File: src/rtl/four_bit_spi.sv
// AD9958 serial-port master: shifts up to 63 payload bits out in 1-bit or 4-bit mode.
// Define LSB_FIRST_EN to send symbols least-significant first instead of MSB first.
module four_bit_spi #(
  parameter int unsigned SCLK_HALF = 2
) (
  input  logic        clock,
  input  logic        reset,
  input  logic        trigger,
  input  logic        four_bit,
  input  logic [5:0]  bits_to_send,
  input  logic [63:0] data_input,
  output logic        busy,
  output logic        cs,
  output logic        sclk,
  output logic [3:0]  sdio
);

  localparam int unsigned CW = $clog2(SCLK_HALF + 1);
  localparam logic [CW-1:0] LastCnt = CW'(SCLK_HALF - 1);

  typedef enum logic [1:0] {StIdle, StLow, StHigh, StTail} state_e;

  state_e        r_state, w_state_next;
  logic [CW-1:0] r_cnt, w_cnt_next;
  logic [6:0]    r_left, w_left_next;
  logic [63:0]   r_shift, w_shift_next;
  logic          r_four, w_four_next;

  logic          w_last_tick;
  logic [6:0]    w_syms;
  logic [63:0]   w_load;
  logic [63:0]   w_step;
  logic [3:0]    w_sym;

  assign w_last_tick = (r_cnt == LastCnt);
  assign w_syms      = four_bit ? (({1'b0, bits_to_send} + 7'd3) >> 2) : {1'b0, bits_to_send};

`ifdef LSB_FIRST_EN
  // Mask off bits above the payload so padding of the top symbol reads as zero.
  assign w_load = data_input & ~({64{1'b1}} << bits_to_send);
  assign w_step = r_four ? (r_shift >> 4) : (r_shift >> 1);
  assign w_sym  = r_four ? r_shift[3:0] : {3'b000, r_shift[0]};
`else
  // Left-align the payload; zeros shift in below bit 0 as padding.
  assign w_load = data_input << (7'd64 - {1'b0, bits_to_send});
  assign w_step = r_four ? (r_shift << 4) : (r_shift << 1);
  assign w_sym  = r_four ? r_shift[63:60] : {3'b000, r_shift[63]};
`endif

  always_ff @(posedge clock or posedge reset) begin
    if (reset) begin
      r_state <= StIdle;
      r_cnt   <= '0;
      r_left  <= '0;
      r_shift <= '0;
      r_four  <= 1'b0;
    end else begin
      r_state <= w_state_next;
      r_cnt   <= w_cnt_next;
      r_left  <= w_left_next;
      r_shift <= w_shift_next;
      r_four  <= w_four_next;
    end
  end

  always_comb begin
    w_state_next = r_state;
    w_cnt_next   = r_cnt;
    w_left_next  = r_left;
    w_shift_next = r_shift;
    w_four_next  = r_four;
    busy         = 1'b1;
    cs           = 1'b0;
    sclk         = 1'b0;
    sdio         = w_sym;
    unique case (r_state)
      StIdle: begin
        busy = 1'b0;
        cs   = 1'b1;
        sdio = 4'h0;
        if (trigger && (bits_to_send != 6'd0)) begin
          w_state_next = StLow;
          w_cnt_next   = '0;
          w_left_next  = w_syms;
          w_shift_next = w_load;
          w_four_next  = four_bit;
        end
      end
      StLow: begin
        if (w_last_tick) begin
          w_state_next = StHigh;
          w_cnt_next   = '0;
        end else begin
          w_cnt_next = r_cnt + CW'(1);
        end
      end
      StHigh: begin
        sclk = 1'b1;
        if (w_last_tick) begin
          w_cnt_next = '0;
          if (r_left == 7'd1) begin
            w_state_next = StTail;
          end else begin
            w_state_next = StLow;
            w_shift_next = w_step;
            w_left_next  = r_left - 7'd1;
          end
        end else begin
          w_cnt_next = r_cnt + CW'(1);
        end
      end
      StTail: begin
        if (w_last_tick) begin
          w_state_next = StIdle;
          w_cnt_next   = '0;
        end else begin
          w_cnt_next = r_cnt + CW'(1);
        end
      end
      default: w_state_next = StIdle;
    endcase
  end

endmodule

File: config.mk
export PLATFORM = sky130hd
export DESIGN_NAME = four_bit_spi
export DESIGN_NICKNAME = d
export VERILOG_FILES = /design/src/rtl/four_bit_spi.sv
export SDC_FILE = /design/constraint.sdc
export NUM_CORES = 1
export LEC_CHECK = 0
export CORE_ASPECT_RATIO = 2
export CORE_MARGIN = 1.5
export CORE_UTILIZATION = 65
export DETAILED_ROUTE_END_ITERATION = 10
export MAX_ROUTING_LAYER = met4
export PLACE_DENSITY = 0.89
export SLEW_MARGIN = 25
export SYNTH_ARGS = -nofsm -noshare
export SYNTH_HDL_FRONTEND = slang
export SYNTH_SLANG_ARGS = --single-unit
File: constraint.sdc
create_clock -name clock -period 4.3 [get_ports clock]
set_input_delay 0.86 -clock clock [delete_from_list [all_inputs] [get_ports clock]]
set_output_delay 0.86 -clock clock [all_outputs]
set_load 0.01 [all_outputs]
## Yosys cells after proc, flatten, opt, wreduce, memory -nomap -nowiden

Index checks and enable logic that the tools add are counted.

- Flip-flop bits (word level): 76
- Latch bits: 0
- RAM bits: 0
- Memory bits (read-only): 0
- Bits of input ports: 74
- Memories kept: 0

- $add $sub $neg: 4
- Multiply operators: 0
- Divide/modulo/power cells: 0
- Order comparisons: 0
- Equal/unequal tests: 10
- Shifts and indexed selects: 1
- Muxes and demuxes: 24
- Bitwise operators: 0
- Reductions and logical operators: 8

Operators with widths:

| operator | number |
|---|---|
| $mux 64 | 4 |
| $pmux 64 s2 | 1 |
| $shl 64x7->64 | 1 |
| $mux 7 | 3 |
| $mux 2 | 7 |
| $pmux 7 s2 | 1 |
| $ne 2x2->1 const B | 5 |
| $mux 4 | 2 |
| $pmux 2 s4 | 1 |
| $reduce_and 4->1 | 2 |
| $add 6x2->7 const B | 1 |
| $eq 7x1->1 const B | 1 |
| $sub 7x1->7 const B | 1 |
| $sub 7x6->7 const A | 1 |
| $mux 6 | 1 |
| $reduce_bool 6->1 | 1 |
| $eq 2x1->1 const B | 2 |
| $eq 2x2->1 const B | 2 |
| $pmux 2 s2 | 1 |
| $mux 1 | 3 |
| $reduce_or 3->1 | 1 |
| $add 2x1->2 const B | 1 |
| $logic_not 2->1 | 1 |
| $reduce_and 2->1 | 1 |
| 2 further kinds | 2 |

## Depth between registers and ports, before layout

Gate-level depths: netlist (run 1).

- Word-level depth: 4
- Mapped depth: 16
- Gate-level depth less buffers: 8

## Worst setup path before layout (run 1)

Ideal clock, no wire load.

- Kind: input -> register
- Start point: in bits_to_send[0]
- End point: reg r_shift[62]
- Setup time: 0.130 ns
- Arrival: 3.715 ns
- Data required time: 4.170 ns
- Setup slack: 0.456 ns
- Stages: 14
- Cells stage by stage: buf_4 -> buf_4 -> buf_4 -> buf_4 -> inv_1 -> ha_1 -> inv_2 -> buf_4 -> buf_2 -> buf_1 -> mux2i_1 -> a211oi_1 -> nor3_1 -> a31oi_1

- Longest elaborated chain between the ends: 4
- Elaborated cells between the ends (all ways): 8

RTL lines:

| element | line | text |
|---|---|---|
| start: declaration | 10 | `input logic [5:0] bits_to_send,` |
| $sub 7x6->7 / $reduce_bool 6->1 (equally long branches) | 45, 81 |  |
| $shl 64x7->64 / $logic_and 1x1->1 (equally long branches) | 45, 81 |  |
| $mux 64 / $ne 2x2->1 (equally long branches) | - |  |
| $pmux 64 s2 / $reduce_and 4->1 (equally long branches) | - |  |
| end signal: assignment | 61 | `r_shift <= w_shift_next;` |
| end: declaration | 26 | `logic [63:0] r_shift, w_shift_next;` |

Parallel ways exist; a longest one is shown, timed or not. The select of a mux whose other input is x is not followed.
A chain may end at the register's enable or synchronous reset.

## Worst setup path after layout (run 1)

- Start point: in bits_to_send[1]
- End point: reg r_shift[61]

Same word-level chain as after synthesis.

==> results of run 1 <==
-- final cells by class --
class,count,area share (%)
multi-input cells,835,63.6
flip-flops and latches,76,18.3
repair buffers,139,12.8
clock buffers,12,2.37
well taps,155,1.86
clock inverters,4,0.708
inverters,12,0.444
-- worst max-delay path, cell delays in order --
cell	delay (ns)
clkdlybuf4s50_1	0.48
inv_1	0.06
ha_1	0.22
buf_4	0.18
nor3b_1	0.18
o21bai_1	0.70
and2_0	0.25
buf_4	0.26
a211oi_1	0.07
a2111oi_0	0.50
o32a_1	0.24
-- power by group through the flow --
stage,Clock [mW],Combinational (mW),Sequential (mW)
after floorplan,0,2.17,1.28
after global placement,0,2.84,1.47
after detailed placement,0,2.91,1.49
after CTS,0.826,2.94,1.48
after global routing,0.863,3.24,1.53
final,0.831,3.05,1.50
-- worst max-delay path by stage --
stage | cells after the start | start | to | slack, ns
after floorplan | 14 | bits_to_send[0] | r_shift[62] | 0.46
after global placement | 12 | bits_to_send[1] | r_shift[16] | 0.45
after detailed placement | 10 | bits_to_send[1] | r_shift[1] | 0.41
after CTS | 10 | bits_to_send[1] | r_shift[58] | 0.74
after global routing | 11 | bits_to_send[1] | r_shift[61] | 0.40
final | 11 | bits_to_send[1] | r_shift[61] | 0.57
-- per-stage QoR --
| step | power [mW] | hold WS (ns) |
|---|---|---|
| after detailed placement | 4.40 | 0.494 |
| after CTS | 5.24 | 0.505 |
| after global routing | 5.64 | 0.524 |
| final | 5.38 | 0.501 |
| after global placement | 4.32 | 0.479 |
| after floorplan | 3.45 | 0.452 |
-- sequential cells by signal, indices dropped and copies added, names as in the netlist --
| register | cells |
|---|---|
| r_left | 7 |
| r_shift | 64 |
| r_cnt | 2 |
| r_state | 2 |
| r_four | 1 |
-- routing by layer --
layer,GRT usage [%],part of all wire [%],wire length (um),vias to the layer above
li1,-,-,-,4047
met1,51.8,32,10800,4404
met2,74.4,47,15700,700
met3,14.8,11,3580,256
met4,38.6,10,3400,0
met5,-,0,0,-
-- Yosys cell counts, types with 12 or more instances --
master	n	area, um^2
mux2_2	74	833
nor2_1	125	469
a211oi_1	17	128
a21oi_1	78	390
a31oi_1	26	163
mux2i_1	150	1500
nand3_1	21	105
o221ai_1	18	158
o21ai_0	43	215
clkbuf_1	39	146
dfrtp_1	76	1900
o21a_1	12	90.1
buf_2	35	175
o211ai_1	12	90.1
nand2_1	56	210
buf_1	12	45.0
o22a_1	12	105
mux4_2	42	946
-- placed cells by master, fill, tap and decap left out, types with 17 or more instances in the layout --
| cell | n |
|---|---|
| a21oi_1 | 78 |
| a211oi_1 | 17 |
| nand3_1 | 21 |
| mux2i_1 | 150 |
| o21ai_0 | 42 |
| nor2_1 | 125 |
| mux4_2 | 42 |
| o221ai_1 | 18 |
| buf_4 | 51 |
| dfrtp_1 | 75 |
| a31oi_1 | 26 |
| mux2_2 | 74 |
| nand2_1 | 56 |
| clkdlybuf4s50_1 | 79 |
-- kinds of logic (layout without fill, tap and decap cells) --
logic type	count (synthesis)	in the layout
AO/OA/AOI/OAI	301	301
multiplexers	266	266
XOR/XNOR	4	4
adder cells (fa/ha/maj)	3	3
flip-flops	76	76
buffers and inverters	111	167
AND/OR/NAND/NOR	261	261
==> metrics.csv, run 1 <==
stage,metric,value,unit
clock_tree,setup repair bufs after CTS,0,
clock_tree,post_cts resized,0,
clock_tree,Clock Tree Root,clkbuf_16,
power_and_ir_drop,Sequential Power Share,27.9,%
critical_path,worst path required time,4.59,ns
critical_path,R2R Path End,r_shift[48],
critical_path,Worst Setup End Kind,register,
final_layout,FF/Latch Area,0.00191,mm^2
power_and_ir_drop,PwrDens,517,mW/mm^2
critical_path,"Arr. time, crit path",4.01,ns
clock_tree,Worst-Skew Late Latency,0.35,ns
timing,Clock Skew,0.00476,ns
final_layout,share of cells above drive strength 1,19.9,%
place,placed insts,1216,
timing,worst slew pin tran,0.854,ns
detailed_routing,Vias,9407,
critical_path,Crit Path Class,input port to register,
final_layout,multi-input logic area,0.00662,mm^2
timing,post-route minimum period,3.73,ns
detailed_routing,Final ANT Viol Nets,0,
floorplanning,Initial Utilization,66.6,%
timing,"Hold Vio Cnt, Final",0,
hold_path,hold_sp,r_cnt[0],
clock_tree,TritonCTS clock tree,yes,
synth,main combinational cell family by area after synthesis,multiplexers,
synth,Ys Warns,0,
power_and_ir_drop,Switching Power,2.44,mW
critical_path,CP Launch Type,input port,
synth,distinct cell type count after synthesis,74,
clock_tree,Clock Tree Buf Depth,2,
final_layout,Antenna Diode Count,0,
clock_tree,clk slew on worst S/H paths,0.06,ns
power_and_ir_drop,P_leak,4.19,nW
synth,register area share after synthesis,21.1,%
floorplanning,core footprint,0.0135,mm^2
floorplanning,Die W,86.2,um
place,Placed Area,0.0101,mm^2
outcome,failing checks,DRC,
critical_path,CP max FO,17,
place,HPWL Detailed,24400,um
synth,xor/xnor share of the synthesized area,0.472,%
critical_path,RR Startpoint,r_four,
power_and_ir_drop,Switching Share,45.3,%
final_layout,post-route cell area,0.0104,mm^2
global_routing,first-pass GRT wire length,52200,um
place,Placer Congestion,1.11,
synth,ys async rst share,100,%
synth,Gate Count Post-Synth,1022,
synth,post-synthesis adder-cell area fraction,0.417,%
job,max_cap viols,0,
detailed_routing,DR iter-0 viols,1298,
clock_tree,H-tree level count,3,
synth,complex-gate fraction of the synthesized area,22.8,%
final_layout,Final Util,77.1,%
global_routing,largest net degree at the start of global routing,105,
timing,fin worst setup slack,0.573,ns
power_and_ir_drop,Internal Power,2.94,mW
place,input/output buffers,80,
hold_path,hold path depth,1,
detailed_routing,vias per inst,7.63,
floorplanning,chip height,169,um
timing,setup tns final,0,ns
timing,# setup viols final,0,
detailed_routing,drt pass-1 iters,9,
critical_path,Worst R2R Setup Slack,1.76,ns
power_and_ir_drop,VDD IR max,329,uV
clock_tree,CTS buffer count,9,
clock_tree,hold-fix buffer count after cts,0,
timing,unrepaired setup endpoints after global routing,no,
final_layout,Fill cells,951,
timing,"Slew Viols, Final",0,
detailed_routing,final WL,33500,um
floorplanning,Row Count,60,
timing,max_slew headroom,42.7,%
global_routing,antenna violations before repair,0,
timing,Fmax,268,MHz
final_layout,final non-filler cell total,1233,
synth,Avg Inst Size Synth,8.81,um^2
synth,mux cell area share after synthesis,36.4,%
floorplanning,total die area,0.0146,mm^2
synth,Synth Area in Simple Gates,12.9,%
outcome,run status,finished with violations,
hold_path,Hold Crit Class,register to register,
final_layout,Syn-to-layout area delta,15.7,%
global_routing,vias in the first global route,9217,
global_routing,global-route usage over all layers,48.8,%
synth,post-synthesis register bit count,76,
place,Place WS,0.406,ns
synth,"Primary FF master, synth",dfrtp_1,
critical_path,R2R cell count,4,
synth,syn_nets,1099,
hold_path,WHS Endpoint,r_cnt[1],
detailed_routing,DRC,1,
synth,number of synthesized flops with an enable pin,0,
timing,crit share post-route,86.7,%
synth,Mapped Area,0.00900,mm^2
power_and_ir_drop,combinational share of power,56.7,%
final_layout,fin nets,1150,
clock_tree,clk sinks,76,
global_routing,total gr overflow,0,
detailed_routing,drt wl/cell,27.2,um
floorplanning,Ports,81,
power_and_ir_drop,Clock power frac,15.4,%
No activity file was read; power rests on OpenSTA's default activity.
==> run 2: changes to the inputs <==
Settings changed: ABC_AREA from default to 1, CORE_MARGIN 1.5 to 5, CORE_UTILIZATION 65 to 64, PLACE_DENSITY 0.89 to 0.88.
==> run 2 against run 1 <==
Against the previous run: combinational power about the same; total power down 4.1%; the run now ends clean; final area down 10%; cell count up 32%; maximum frequency up 8.1%; largest power group unchanged; critical path type unchanged.
==> metrics.csv, run 2 <==
stage,metric,value,unit
global_routing,global-route usage over all layers,42.0,%
synth,distinct cell type count after synthesis,43,
critical_path,CP Launch Type,input port,
power_and_ir_drop,Switching Power,2.55,mW
detailed_routing,vias per inst,6.50,
critical_path,Worst R2R Setup Slack,1.30,ns
critical_path,"Arr. time, crit path",3.69,ns
floorplanning,core footprint,0.0129,mm^2
timing,"Slew Viols, Final",0,
clock_tree,hold-fix buffer count after cts,0,
final_layout,post-route cell area,0.00933,mm^2
final_layout,Syn-to-layout area delta,11.4,%
global_routing,first-pass GRT wire length,50500,um
synth,"count leader, synth",nand2_1,
timing,setup tns final,0,ns
critical_path,CP max FO,30,
critical_path,"CP delay by family, top",buffers and inverters,
timing,crit share post-route,80.2,%
critical_path,Worst path slowest cell,clkdlybuf4s50_1,
job,max_cap viols,0,
final_layout,Reg with most FFs,r_shift,
detailed_routing,Final ANT Viol Nets,0,
clock_tree,clk slew on worst S/H paths,0.06,ns
place,HPWL Detailed,23200,um
critical_path,sum of buffers and inverters on the critical path,5,
synth,register area share after synthesis,22.7,%
final_layout,most frequent cells in the layout,"450 x nand3_1, 449 x nand2_1, 79 x clkdlybuf4s50_1, 76 x nor2_1, 76 x dfrtp_1",
synth,syn_nets,1544,
final_layout,"most common cell after layout, fill and taps aside",nand3_1,
power_and_ir_drop,combinational share of power,58.5,%
clock_tree,post_cts resized,0,
power_and_ir_drop,P_leak,4.49,nW
critical_path,critical path's most frequent cell,nand3_1,
critical_path,Crit Path Class,input port to register,
floorplanning,Ports,81,
timing,"Hold Vio Cnt, Final",0,
final_layout,final non-filler cell total,1626,
detailed_routing,drt wl/cell,19.9,um
timing,post-route minimum period,3.45,ns
power_and_ir_drop,Clock power frac,16.0,%
place,placed insts,1610,
timing,fin worst setup slack,0.853,ns
synth,Yosys top cell area share,26.9,%
place,input/output buffers,80,
critical_path,RR Startpoint,r_state[1],
final_layout,Antenna Diode Count,0,
detailed_routing,DRC,0,
detailed_routing,DR iter-0 viols,1200,
floorplanning,chip height,172,um
place,Placed Area,0.00900,mm^2
detailed_routing,Vias,10564,
clock_tree,setup repair bufs after CTS,0,
final_layout,Largest regs,"r_shift: 64 flops, r_left: 7 flops",
hold_path,hold_sp,r_shift[10],
synth,Yosys top cell by area,nand3_1,
synth,Gate Count Post-Synth,1467,
synth,ys async rst share,100,%
outcome,run status,"complete, no violations",
global_routing,vias in the first global route,9804,
detailed_routing,drt pass-1 iters,7,
floorplanning,Row Count,59,
power_and_ir_drop,Internal Power,2.61,mW
power_and_ir_drop,VDD IR max,894,uV
place,Place WS,0.686,ns
global_routing,total gr overflow,0,
critical_path,CP max stage delay,0.51,ns
synth,commonest cells in the netlist,"451 x nand2_1, 450 x nand3_1, 76 x dfrtp_1, 76 x nor2_1, 68 x a21oi_1",
global_routing,largest net degree at the start of global routing,95,
critical_path,worst path required time,4.54,ns
power_and_ir_drop,PwrDens,553,mW/mm^2
timing,# setup viols final,0,
hold_path,hold path depth,2,
clock_tree,H-tree level count,3,
final_layout,fin nets,1546,
critical_path,R2R cell count,10,
timing,worst slew pin tran,0.819,ns
timing,max_slew headroom,45.4,%
timing,Clock Skew,0.00678,ns
power_and_ir_drop,Switching Share,49.4,%
clock_tree,Worst-Skew Late Latency,0.34,ns
synth,"top cells by area, synth","nand3_1 27%, dfrtp_1 23%, nand2_1 20%",
floorplanning,Initial Utilization,64.8,%
clock_tree,Clock Tree Buf Depth,2,
clock_tree,clk sinks,76,
synth,Mapped Area,0.00838,mm^2
floorplanning,total die area,0.0156,mm^2
synth,Avg Inst Size Synth,5.71,um^2
synth,"Primary FF master, synth",dfrtp_1,
synth,number of synthesized flops with an enable pin,0,
clock_tree,CTS buffer count,9,
timing,unrepaired setup endpoints after global routing,no,
critical_path,crit-path cells,clkdlybuf4s50_1 -> inv_1 -> ha_2 -> inv_2 -> buf_4 -> nand3_1 -> nand3_1 -> nand3_1 -> nand2_1 -> nand2_1 -> nand3_1 -> nand3_1 -> nand2_1 -> inv_1,
synth,post-synthesis register bit count,76,
global_routing,antenna violations before repair,0,
hold_path,Hold Crit Class,register to register,
detailed_routing,final WL,32400,um
place,Placer Congestion,1.16,
hold_path,WHS Endpoint,r_shift[10],
clock_tree,TritonCTS clock tree,yes,
clock_tree,Clock Tree Root,clkbuf_16,
final_layout,max FFs per register,64,
timing,Fmax,290,MHz
floorplanning,Die W,90.9,um
critical_path,R2R Path End,r_shift[57],
power_and_ir_drop,overall power,5.16,mW
critical_path,Worst Setup End Kind,register,
synth,Ys Warns,0,
power_and_ir_drop,Sequential Power Share,25.5,%
final_layout,share of cells above drive strength 1,4.48,%
## run 2: cell count changes after synthesis, sizes merged, moves of 12 or more
cell,change
o221ai,-17
a31oi,-17
a2bb2oi,+16
mux2,-74
o22a,-12
inv,+62
nand3,+432
a21oi,-12
nand2,+398
mux4,-42
a211oi,-17
o21ai,+22
mux2i,-150
nor2,-47
## run 2: per-stage QoR
| step | utilization [%] | hold slack, ns |
|---|---|---|
| detailed placement | 69.7 | 0.496 |
| CTS | 72.2 | 0.513 |
| global route | 72.2 | 0.564 |
| floorplan | - | 0.453 |
| finish | 72.2 | 0.511 |
| global placement | 69.7 | 0.472 |
## run 2: cells by family (layout without fill, tap and decap cells)
group,Yosys count,in the layout,share of synthesized area (%)
buffers and inverters,184,191,9.81
AOI/OAI and AO/OA,190,190,13.2
adders and majority gates,3,3,0.448
xor gates and xnor gates,3,3,0.403
DFF,76,76,22.7
and+or+nand+nor,1011,1011,53.4
## run 2: power by group through the flow
stage	Combinational [mW]	Sequential, mW	Clock [mW]
after floorplan	2.22	1.22	0
after global placement	2.83	1.29	0
after detailed placement	2.89	1.31	0
after CTS	2.94	1.30	0.828
after global routing	3.33	1.35	0.855
final	3.02	1.32	0.824
## run 2: routing by layer
layer | vias to the layer above | wire length (um) | GRT usage [%]
li1 | 4952 | - | -
met4 | 0 | 2850 | 31.0
met1 | 4780 | 10800 | 45.2
met5 | - | 0 | -
met3 | 187 | 2660 | 5.12
met2 | 645 | 16000 | 70.5
## run 2: layout make-up
type | instances | area [um^2]
Timing Repair Buffer | 100 | 958
Inverter | 75 | 282
Sequential cell | 76 | 1900
Clock inverter | 6 | 86.3
Tap cell | 152 | 190
Fill cell | 1151 | 3590
Multi-Input combinational cell | 1207 | 5670
Clock buffer | 10 | 239
## run 2: worst max path at each step
stage / to / from / slack (ns) / cells past startpoint
after floorplan: r_shift[56] / bits_to_send[0] / 1.49 / 16
after global placement: r_shift[57] / bits_to_send[1] / 0.69 / 14
after detailed placement: r_shift[57] / bits_to_send[1] / 0.69 / 14
after CTS: r_shift[57] / bits_to_send[1] / 1.03 / 14
after global routing: r_shift[57] / bits_to_send[1] / 0.76 / 14
final: r_shift[57] / bits_to_send[1] / 0.85 / 14
## run 2: worst min-delay path: cells and delay by family, from the launching register on
kind               cells  cell delay, ns
and+or+nand+nor        1            0.05
AOI/OAI and AO/OA      1            0.06
DFF                    1            0.36
